===== config.mk =====
export PLATFORM = sky130hd
export DESIGN_NAME = freq_meter
export DESIGN_NICKNAME = d
export VERILOG_FILES = /design/src/rtl/freq_meter_pkg.sv /design/src/rtl/freq_meter_edge_sync.sv /design/src/rtl/freq_meter.sv
export SDC_FILE = /design/constraint.sdc
export NUM_CORES = 1
export LEC_CHECK = 0
export ABC_CLOCK_PERIOD_IN_PS = 2400
export BUFFER_PORTS_ARGS = -buffer_cell sky130_fd_sc_hd__buf_2
export CAP_MARGIN = 20
export CORE_MARGIN = 1.5
export CORE_UTILIZATION = 56
export DETAILED_ROUTE_END_ITERATION = 12
export PLACE_DENSITY = 0.79
export SLEW_MARGIN = 10
export SYNTH_ARGS = -nofsm -noshare
export SYNTH_HDL_FRONTEND = slang
export SYNTH_SLANG_ARGS = --single-unit

===== constraint.sdc =====
create_clock -name clk -period 2.4 [get_ports clk]
set_input_delay 0.12 -clock clk [delete_from_list [all_inputs] [get_ports clk]]
set_output_delay 0.12 -clock clk [all_outputs]
set_load 0.01 [all_outputs]

===== src/rtl/freq_meter_pkg.sv =====
// freq_meter_pkg: shared types and defaults for the freq_meter period meter.
// The measurement FSM states, the default parameter values and the helper
// that sizes the period accumulator all live here so the top and any
// future users agree on them.
package freq_meter_pkg;

   // Measurement FSM states: idle, waiting for the first edge, measuring.
   typedef enum logic [1:0] {
      IDLE = 2'd0,
      ARM  = 2'd1,
      MEAS = 2'd2
   } meter_state_e;

   // Default period counter width; the counter saturates at all-ones.
   localparam int DEF_CNT_W    = 12;
   // Default averaging window is 2^DEF_WIN_LOG2 periods.
   localparam int DEF_WIN_LOG2 = 2;
   // Default number of consecutive in-tolerance results needed for lock.
   localparam int DEF_LOCK_CNT = 4;

   // The accumulator holds up to 2^win_log2 saturated periods, so it needs
   // win_log2 extra bits above the counter width and can never overflow.
   function automatic int acc_width(input int cnt_w, input int win_log2);
      return cnt_w + win_log2;
   endfunction

endpackage


===== src/rtl/freq_meter_edge_sync.sv =====
// edge_sync: brings the asynchronous divided clock into the clk domain
// through a 2-flop synchroniser, then produces a registered one-cycle pulse
// for each rising edge. The pulse appears 3 clk rising edges after the
// input rises; the input high and low times must each be at least 2 clk
// cycles so no edge is lost.
module edge_sync (
   input  logic clk,
   input  logic reset,
   input  logic d_in,
   output logic edge_pulse
);

   logic sync1_q, sync1_d;
   logic sync2_q, sync2_d;
   logic prev_q,  prev_d;
   logic pulse_q, pulse_d;

   // Next-state for the synchroniser chain, the delayed copy used for edge
   // detection, and the registered rising-edge pulse.
   always_comb begin
      sync1_d = d_in;
      sync2_d = sync1_q;
      prev_d  = sync2_q;
      pulse_d = sync2_q & ~prev_q;
   end

   // All flops clear on the asynchronous active-low reset so a freshly reset
   // block never sees a phantom edge.
   always_ff @(posedge clk or negedge reset) begin
      if (!reset) begin
         sync1_q <= 1'b0;
         sync2_q <= 1'b0;
         prev_q  <= 1'b0;
         pulse_q <= 1'b0;
      end else begin
         sync1_q <= sync1_d;
         sync2_q <= sync2_d;
         prev_q  <= prev_d;
         pulse_q <= pulse_d;
      end
   end

   assign edge_pulse = pulse_q;

endmodule


===== src/rtl/freq_meter.sv =====
// freq_meter: measures the period of a divided clock in clk cycles,
// averages it over 2^WIN_LOG2 periods and offers each average to the
// consumer on a valid/ready handshake. Optional frequency-lock detection
// is built when the macro FREQ_METER_LOCK_EN is defined; otherwise lock
// is tied low and target_period/lock_tol are ignored.
module freq_meter
   import freq_meter_pkg::*;
#(
   parameter int CNT_W    = DEF_CNT_W,
   parameter int WIN_LOG2 = DEF_WIN_LOG2,
   parameter int LOCK_CNT = DEF_LOCK_CNT
) (
   input  logic             clk,
   input  logic             reset,
   input  logic             en,
   input  logic             div_in,
   output logic [CNT_W-1:0] period,
   output logic             period_valid,
   input  logic             period_ready,
   output logic             period_sat,
   output logic             overrun,
   input  logic [CNT_W-1:0] target_period,
   input  logic [CNT_W-1:0] lock_tol,
   output logic             lock
);

   localparam int               ACC_W   = acc_width(CNT_W, WIN_LOG2);
   localparam int               N_W     = WIN_LOG2 + 1;
   localparam logic [CNT_W-1:0] CNT_MAX = '1;
   localparam logic [CNT_W-1:0] CNT_ONE = CNT_W'(1);
   localparam logic [N_W-1:0]   N_LAST  = N_W'((1 << WIN_LOG2) - 1);

   meter_state_e     state_q, state_d;
   logic [CNT_W-1:0] cnt_q, cnt_d;
   logic [ACC_W-1:0] acc_q, acc_d;
   logic [N_W-1:0]   n_q, n_d;
   logic             sat_win_q, sat_win_d;

   logic [CNT_W-1:0] period_q, period_d;
   logic             period_valid_q, period_valid_d;
   logic             period_sat_q, period_sat_d;
   logic             overrun_q, overrun_d;

   logic             div_edge;
   logic             win_done;
   logic             xfer;
   logic             load;
   logic             going_idle;
   logic [ACC_W-1:0] acc_sum;
   logic [CNT_W-1:0] res_period;

   edge_sync u_edge_sync (
      .clk        (clk),
      .reset      (reset),
      .d_in       (div_in),
      .edge_pulse (div_edge)
   );

   // The window sum includes the period that the closing edge just ended;
   // the average is the truncated sum divided by the window length.
   always_comb begin
      acc_sum    = acc_q + ACC_W'(cnt_q);
      res_period = CNT_W'(acc_sum >> WIN_LOG2);
      going_idle = (state_q != IDLE) && !en;
   end

   // Measurement FSM: ARM throws away the first edge (it only starts the
   // count), MEAS counts clk cycles between edges and accumulates them.
   // A completed window restarts on the same edge so throughput is one
   // result per window with no gap; dropping en discards a partial window.
   always_comb begin
      state_d   = state_q;
      cnt_d     = cnt_q;
      acc_d     = acc_q;
      n_d       = n_q;
      sat_win_d = sat_win_q;
      win_done  = 1'b0;
      case (state_q)
         IDLE: begin
            cnt_d     = '0;
            acc_d     = '0;
            n_d       = '0;
            sat_win_d = 1'b0;
            if (en) begin
               state_d = ARM;
            end
         end
         ARM: begin
            if (!en) begin
               state_d = IDLE;
            end else if (div_edge) begin
               cnt_d   = CNT_ONE;
               state_d = MEAS;
            end
         end
         MEAS: begin
            if (!en) begin
               state_d   = IDLE;
               cnt_d     = '0;
               acc_d     = '0;
               n_d       = '0;
               sat_win_d = 1'b0;
            end else if (div_edge) begin
               cnt_d = CNT_ONE;
               if (n_q == N_LAST) begin
                  win_done  = 1'b1;
                  acc_d     = '0;
                  n_d       = '0;
                  sat_win_d = 1'b0;
               end else begin
                  acc_d = acc_sum;
                  n_d   = n_q + 1'b1;
               end
            end else if (cnt_q == CNT_MAX) begin
               sat_win_d = 1'b1;
            end else begin
               cnt_d = cnt_q + 1'b1;
            end
         end
         default: begin
            state_d = IDLE;
         end
      endcase
   end

   // Output handshake: a transfer empties the holding register and clears
   // overrun; a new result loads unless the old one is still waiting and
   // unaccepted, in which case the new one is dropped and overrun latches.
   always_comb begin
      period_d       = period_q;
      period_sat_d   = period_sat_q;
      period_valid_d = period_valid_q;
      overrun_d      = overrun_q;
      xfer           = period_valid_q && period_ready;
      load           = win_done && !(period_valid_q && !period_ready);
      if (xfer) begin
         period_valid_d = 1'b0;
         overrun_d      = 1'b0;
      end
      if (win_done && !load) begin
         overrun_d = 1'b1;
      end
      if (load) begin
         period_d       = res_period;
         period_sat_d   = sat_win_q;
         period_valid_d = 1'b1;
      end
   end

   // State, measurement and output registers, all cleared asynchronously;
   // a result pending at reset is simply lost.
   always_ff @(posedge clk or negedge reset) begin
      if (!reset) begin
         state_q        <= IDLE;
         cnt_q          <= '0;
         acc_q          <= '0;
         n_q            <= '0;
         sat_win_q      <= 1'b0;
         period_q       <= '0;
         period_valid_q <= 1'b0;
         period_sat_q   <= 1'b0;
         overrun_q      <= 1'b0;
      end else begin
         state_q        <= state_d;
         cnt_q          <= cnt_d;
         acc_q          <= acc_d;
         n_q            <= n_d;
         sat_win_q      <= sat_win_d;
         period_q       <= period_d;
         period_valid_q <= period_valid_d;
         period_sat_q   <= period_sat_d;
         overrun_q      <= overrun_d;
      end
   end

   assign period       = period_q;
   assign period_valid = period_valid_q;
   assign period_sat   = period_sat_q;
   assign overrun      = overrun_q;

`ifdef FREQ_METER_LOCK_EN

   localparam int             GOOD_W   = (LOCK_CNT < 1) ? 1 : $clog2(LOCK_CNT + 1);
   localparam logic [GOOD_W-1:0] GOOD_MAX = GOOD_W'(LOCK_CNT);

   logic [GOOD_W-1:0] good_q, good_d;
   logic              lock_q, lock_d;
   logic [CNT_W-1:0]  lock_diff;
   logic              in_tol;
   logic [GOOD_W-1:0] good_next;

   // Lock tracking is evaluated only on results that actually load into the
   // output register. A saturated window can never count as in tolerance.
   // Leaving measurement forgets any lock history.
   always_comb begin
      good_d    = good_q;
      lock_d    = lock_q;
      lock_diff = (res_period >= target_period) ? (res_period - target_period)
                                                : (target_period - res_period);
      in_tol    = !sat_win_q && (lock_diff <= lock_tol);
      good_next = (good_q == GOOD_MAX) ? good_q : (good_q + 1'b1);
      if (going_idle) begin
         good_d = '0;
         lock_d = 1'b0;
      end else if (load) begin
         if (in_tol) begin
            good_d = good_next;
            lock_d = (good_next == GOOD_MAX);
         end else begin
            good_d = '0;
            lock_d = 1'b0;
         end
      end
   end

   // Consecutive-good counter and lock flag registers.
   always_ff @(posedge clk or negedge reset) begin
      if (!reset) begin
         good_q <= '0;
         lock_q <= 1'b0;
      end else begin
         good_q <= good_d;
         lock_q <= lock_d;
      end
   end

   assign lock = lock_q;

`else

   logic unused_lock_inputs;

   // Without lock detection the target and tolerance inputs go nowhere.
   assign unused_lock_inputs = ^{target_period, lock_tol, going_idle};
   assign lock               = 1'b0;

`endif

endmodule


* Word-level counts from Yosys, hierarchy flattened
Index checks and enable logic that the tools add are counted.
** Storage, ports and cells
- Output and inout port bits :: 16
- Input bits :: 29
- Flip-flop bits (word level) :: 51
** Operators by class
- Add/sub/neg operators :: 3
- Mux-type cells :: 31
- Equal/unequal tests :: 13
- Reduce and logical (&&, ||, !) cells :: 16
- Bitwise logic cells :: 2
** Operators by type and width (count)
- $mux 12 :: 5
- $mux 14 :: 3
- $pmux 12 s3 :: 1
- $pmux 14 s2 :: 1
- $add 14x12->14 :: 1
- $add 12x1->12 const B :: 1
- $eq 12x12->1 const B :: 1
- $mux 1 :: 11
- $mux 3 :: 3
- $mux 2 :: 4
- $ne 4x3->1 const B :: 2
- $ne 2x2->1 const B :: 3
- $ne 3x2->1 const B :: 2
- $pmux 2 s3 :: 1
- $pmux 3 s2 :: 1
- $reduce_and 3->1 :: 2
- $reduce_bool 2->1 :: 3
- $logic_and 1x1->1 :: 4
- $ne 4x4->1 const B :: 1
- $reduce_and 4->1 :: 1
- $add 3x1->3 const B :: 1
- $eq 3x2->1 const B :: 1
- $logic_not 1->1 :: 3
- $reduce_bool 3->1 :: 1
- 8 further kinds :: 8

* Depth between registers and ports, before layout
- Depth after elaboration :: 9
- Gate-level depth with buffers :: 9

* Cells and area by module
From an unflattened synthesis, not the netlist that was laid out.
** Unflattened totals
- Cell total of the unflattened synthesis :: 271
- Area, all modules :: 2740.1 um^2
** Modules (own cells, without submodules)
- freq_meter :: times used 1, area an instance 2626.3 um^2, cells each 266
- edge_sync :: times used 1, area an instance 113.9 um^2, cells each 5

* Least setup slack after synthesis
No wires, ideal clock.
- Path type :: reg-to-reg
- Start :: register cnt_q[0]
- End :: register period_q[10], in the netlist period[10]
- Arrival time :: 2110 ps
- Path buffers :: 0
- Stages on the path, launching flop included :: 9
- Period minus slack after synthesis :: 2235 ps
- Data required time :: 2275 ps
- Library setup time :: 125 ps
- Slack :: 165 ps
- Cells stage by stage :: dfrtp_1 ha_1 fa_1 a21o_1 nand4_1 a21oi_1 a211o_1 xor2_1 mux2_2
** On the way
- Longest elaborated chain between the ends :: 1
** Ends and longest elaborated chain
- from (decl) :: RTL line freq_meter.sv:34 : logic [CNT_W-1:0] cnt_q, cnt_d;
- from (signal assigned) :: RTL line freq_meter.sv:165 : cnt_q <= cnt_d;
- $add 14x12->14 :: RTL line freq_meter.sv:62 : acc_sum = acc_q + ACC_W'(cnt_q);
- to (signal assigned) :: RTL line freq_meter.sv:169 : period_q <= period_d;
- to (decl) :: RTL line freq_meter.sv:39 : logic [CNT_W-1:0] period_q, period_d;
Every way passes these cells.
A chain may end at the register's enable or synchronous reset.

* Final worst setup path
- Start :: register cnt_q[4]
- End :: register period_q[11], in the netlist period[11]
Same word-level chain as after synthesis.

==> parameters.txt <==
Parameter                              Value

Setup path
  List of cells traversed by the critical path    ha_1, a21o_1, a31o_1, o21a_1, o31a_1, xor2_1, mux2_4
  Critical Path Sink Type    register
  CP Max Fanout    3
  Data arrival at the endpoint of the critical path    2500 ps
  Cell with the largest stage delay on the worst path    sky130_fd_sc_hd__dfrtp_1
  Max stage delay on crit path    410 ps
  Type of the worst setup path    register to register
  CP Data Required Time    2610 ps
  Type of element launching the critical path    register

Power and ir drop
  Share of total power in sequential cells    48.1%
  Share of total power consumed by net switching    33.3%
  Switching power of the nets    0.620 mW
  Power share of the clock group    28.0%
  Combinational power share    24.0%
  Peak ir drop on the vdd network    351 uV
  Cell-internal power    1.24 mW
  Total power density per cell area    597 nW/um^2
  Total power    1.86 mW
  Leakage power summed over all cells    1.59 nW

Floorplanning
  Die width    73.3 um
  Die span in y    73.3 um
  Area of the die    5370 um^2
  Starting density of the core    58.2%
  Io pins    45
  Core Area    4750 um^2
  Number of rows created at floorplan    25

Yosys
  Mapped cell area    2770 um^2
  Fraction of registers with async set/reset    100%
  Register bit total from synthesis    51
  Predominant post-synthesis flop cell    sky130_fd_sc_hd__dfrtp_1
  Post-synth EDFFs    0
  Sequential share of the synthesized area    46.1%
  Nets in the synthesized netlist    325
  Post-synthesis average cell area    9.96 um^2
  Yosys Warn Count    0
  Gate count of the mapped netlist    278
  Number of different library cells in the post-synthesis netlist    43

Worst hold path
  Classification of the worst-slack hold path    primary input to register

Drt
  Average vias per placed instance    5.88
  Detailed router's first-iteration violation count    188
  Drc violations    0
  Detailed Routing Iterations Pass 1    4
  Via count    2223
  Average wire per standard cell    15.2 um
  Remaining antenna violation count    0
  Total routed wirelength    5.74 mm

Clocking
  Clock Path Buffers    2
  Number of H-tree levels    2
  Total clock sinks    51
  CTS tree    done
  Clk slew on worst S/H paths    100 ps
  Total CTS buffers    5
  Insertion delay to the later sink of the worst-skew pair    320 ps
  Root buffer cell    sky130_fd_sc_hd__clkbuf_8

Timing
  Largest clock skew in the final design    6.81 ps
  Shortest period the worst path allows    2280 ps
  Period Utilization, post-route    95.2%
  Final setup viols    0
  Total Neg Setup Slack    0 ps
  Fin. max-slew vios    0
  Minimum hold slack    -2.26 ps
  Maximum frequency from static timing analysis    438 MHz
  Final Hold Vio Count    1
  Unrepaired setup endpoints after global routing    yes
  Minimum setup slack in the final design    115 ps

Finish
  Commonest non-fill, non-tap cell in the layout    sky130_fd_sc_hd__dfrtp_1
  Ant diodes    0
  Number of standard cells in the final layout excluding fillers    378
  Commonest cells after routing, fill and taps aside    51 x sky130_fd_sc_hd__dfrtp_1, 29 x sky130_fd_sc_hd__o21ai_0, 24 x sky130_fd_sc_hd__nand2_1
  Layout filler cell count    387
  Layout cell share with drive strength beyond 1    18.3%
  Design area    3120 um^2
  Final nets    357
  Final Util    65.7%
  Layout Area Growth over Synthesis    12.8%

Job
  Reported max-cap violation count    0

Place
  Cell Count Post-Placement    368
  Global placer's final weighted congestion    0.879
  Count of input and output buffers    19
  HPWL after detailed placement    4.08 mm
  Total placed instance area    3000 um^2
  Worst setup slack before clock tree synthesis    102 ps

Global routing
  Initial antenna violation count    0
  Grt total ovfl    0
  Number of global-route vias before repair    2065
  First-pass GRT wire length    9.65 mm
  Pin count of the biggest net entering global routing    35
  Overall Global Routing Usage    23.4%

Outcome
  Status    finished with violations
  Failing checks    hold timing
## metal layers
layer	GRT usage, %	up-vias	wire length (um)
met5	0	-	0
met2	37.0	64	2710
met4	7.41	0	72
met3	5.21	7	236
li1	-	1073	-
met1	32.2	1079	2730
## power groups by stage
| stage | clock, mW | combinational [mW] | sequential, mW |
|---|---|---|---|
| 6_report | 0.521 | 0.447 | 0.896 |
| 2_1_floorplan | 0 | 0.271 | 0.911 |
| 4_1_cts | 0.527 | 0.430 | 0.896 |
| 5_1_grt | 0.570 | 0.494 | 0.897 |
| 3_5_place_dp | 0 | 0.426 | 0.912 |
| 3_3_place_gp | 0 | 0.416 | 0.910 |
## kinds of logic after synthesis
family | after synthesis | share of synthesized area (%)
compound gates | 87 | 19.7
xor+xnor | 13 | 4.11
fa+ha+maj | 18 | 8.41
buf+inv | 16 | 2.53
flops | 51 | 46.1
mux | 13 | 5.42
other cells | 1 | 0.135
simple gates | 79 | 13.6
## final timing paths
kind / startpoint / end / slack [ps] / cells past startpoint
max: cnt_q[4]$_DFFE_PN0P_ / period[11]$_DFFE_PN0P_ / 120 / 7
min: period_ready / overrun$_DFFE_PN0P_ / -2 / 2
max reg2reg: cnt_q[4]$_DFFE_PN0P_ / period[11]$_DFFE_PN0P_ / 120 / 7
min reg2reg: u_edge_sync.sync1_q$_DFF_PN0_ / u_edge_sync.prev_d$_DFF_PN0_ / 360 / 0
max in group asynchronous: reset / period[10]$_DFFE_PN0P_ / 1360 / 3
min in group asynchronous: reset / acc_q[0]$_DFFE_PN0P_ / 260 / 2
## sequential cells by signal, summed over array words and instances, names as in the netlist
register                cells
cnt_q                      12
u_edge_sync.prev_q          1
overrun                     1
period_valid                1
n_q                         3
period_sat                  1
state_q                     2
u_edge_sync.prev_d          1
u_edge_sync.sync1_q         1
sat_win_q                   1
period                     12
u_edge_sync.edge_pulse      1
acc_q                      14
## worst max-delay path, delay by kind of cell (launching register included)
family,cells,cell delay (ps)
muxes,1,260
adders and majority gates,1,330
DFF,1,410
AOI/OAI and AO/OA,4,1030
xor gates and xnor gates,1,160
## cell type report
type	count	area, um^2	area share [%]
repair buffers	34	213	6.81
clock buffers	5	68.8	2.20
flip-flops and latches	51	1280	40.9
clock inverters	3	23.8	0.761
inverters	7	26.3	0.841
well taps	67	83.8	2.68
multi-input cells	211	1430	45.8
## cells in the mapped netlist (6+ instances only)
library cell / n / area (um^2)
sky130_fd_sc_hd__a21o_1: 6 / 45.0
sky130_fd_sc_hd__dfrtp_1: 51 / 1280
sky130_fd_sc_hd__inv_1: 7 / 26.3
sky130_fd_sc_hd__a21oi_1: 17 / 85.1
sky130_fd_sc_hd__nand3_1: 10 / 50.1
sky130_fd_sc_hd__a22o_1: 12 / 105
sky130_fd_sc_hd__nor2_1: 20 / 75.1
sky130_fd_sc_hd__xnor2_1: 9 / 78.8
sky130_fd_sc_hd__ha_1: 17 / 213
sky130_fd_sc_hd__mux2_2: 12 / 135
sky130_fd_sc_hd__o21ai_0: 29 / 145
sky130_fd_sc_hd__a31oi_1: 7 / 43.8
sky130_fd_sc_hd__nand2_1: 24 / 90.1
## what timing repair did
| item | 4_1_cts | 5_1_grt |
|---|---|---|
| hold buffers | 2 | 0 |
| buffers inserted | 0 | 0 |
| endpoints found under the setup margin | 0 | 2 |
| resized for setup | 0 | 2 |
| endpoints found under the hold margin | 18 | 0 |
Note: power is estimated with default switching activity, not from simulation.
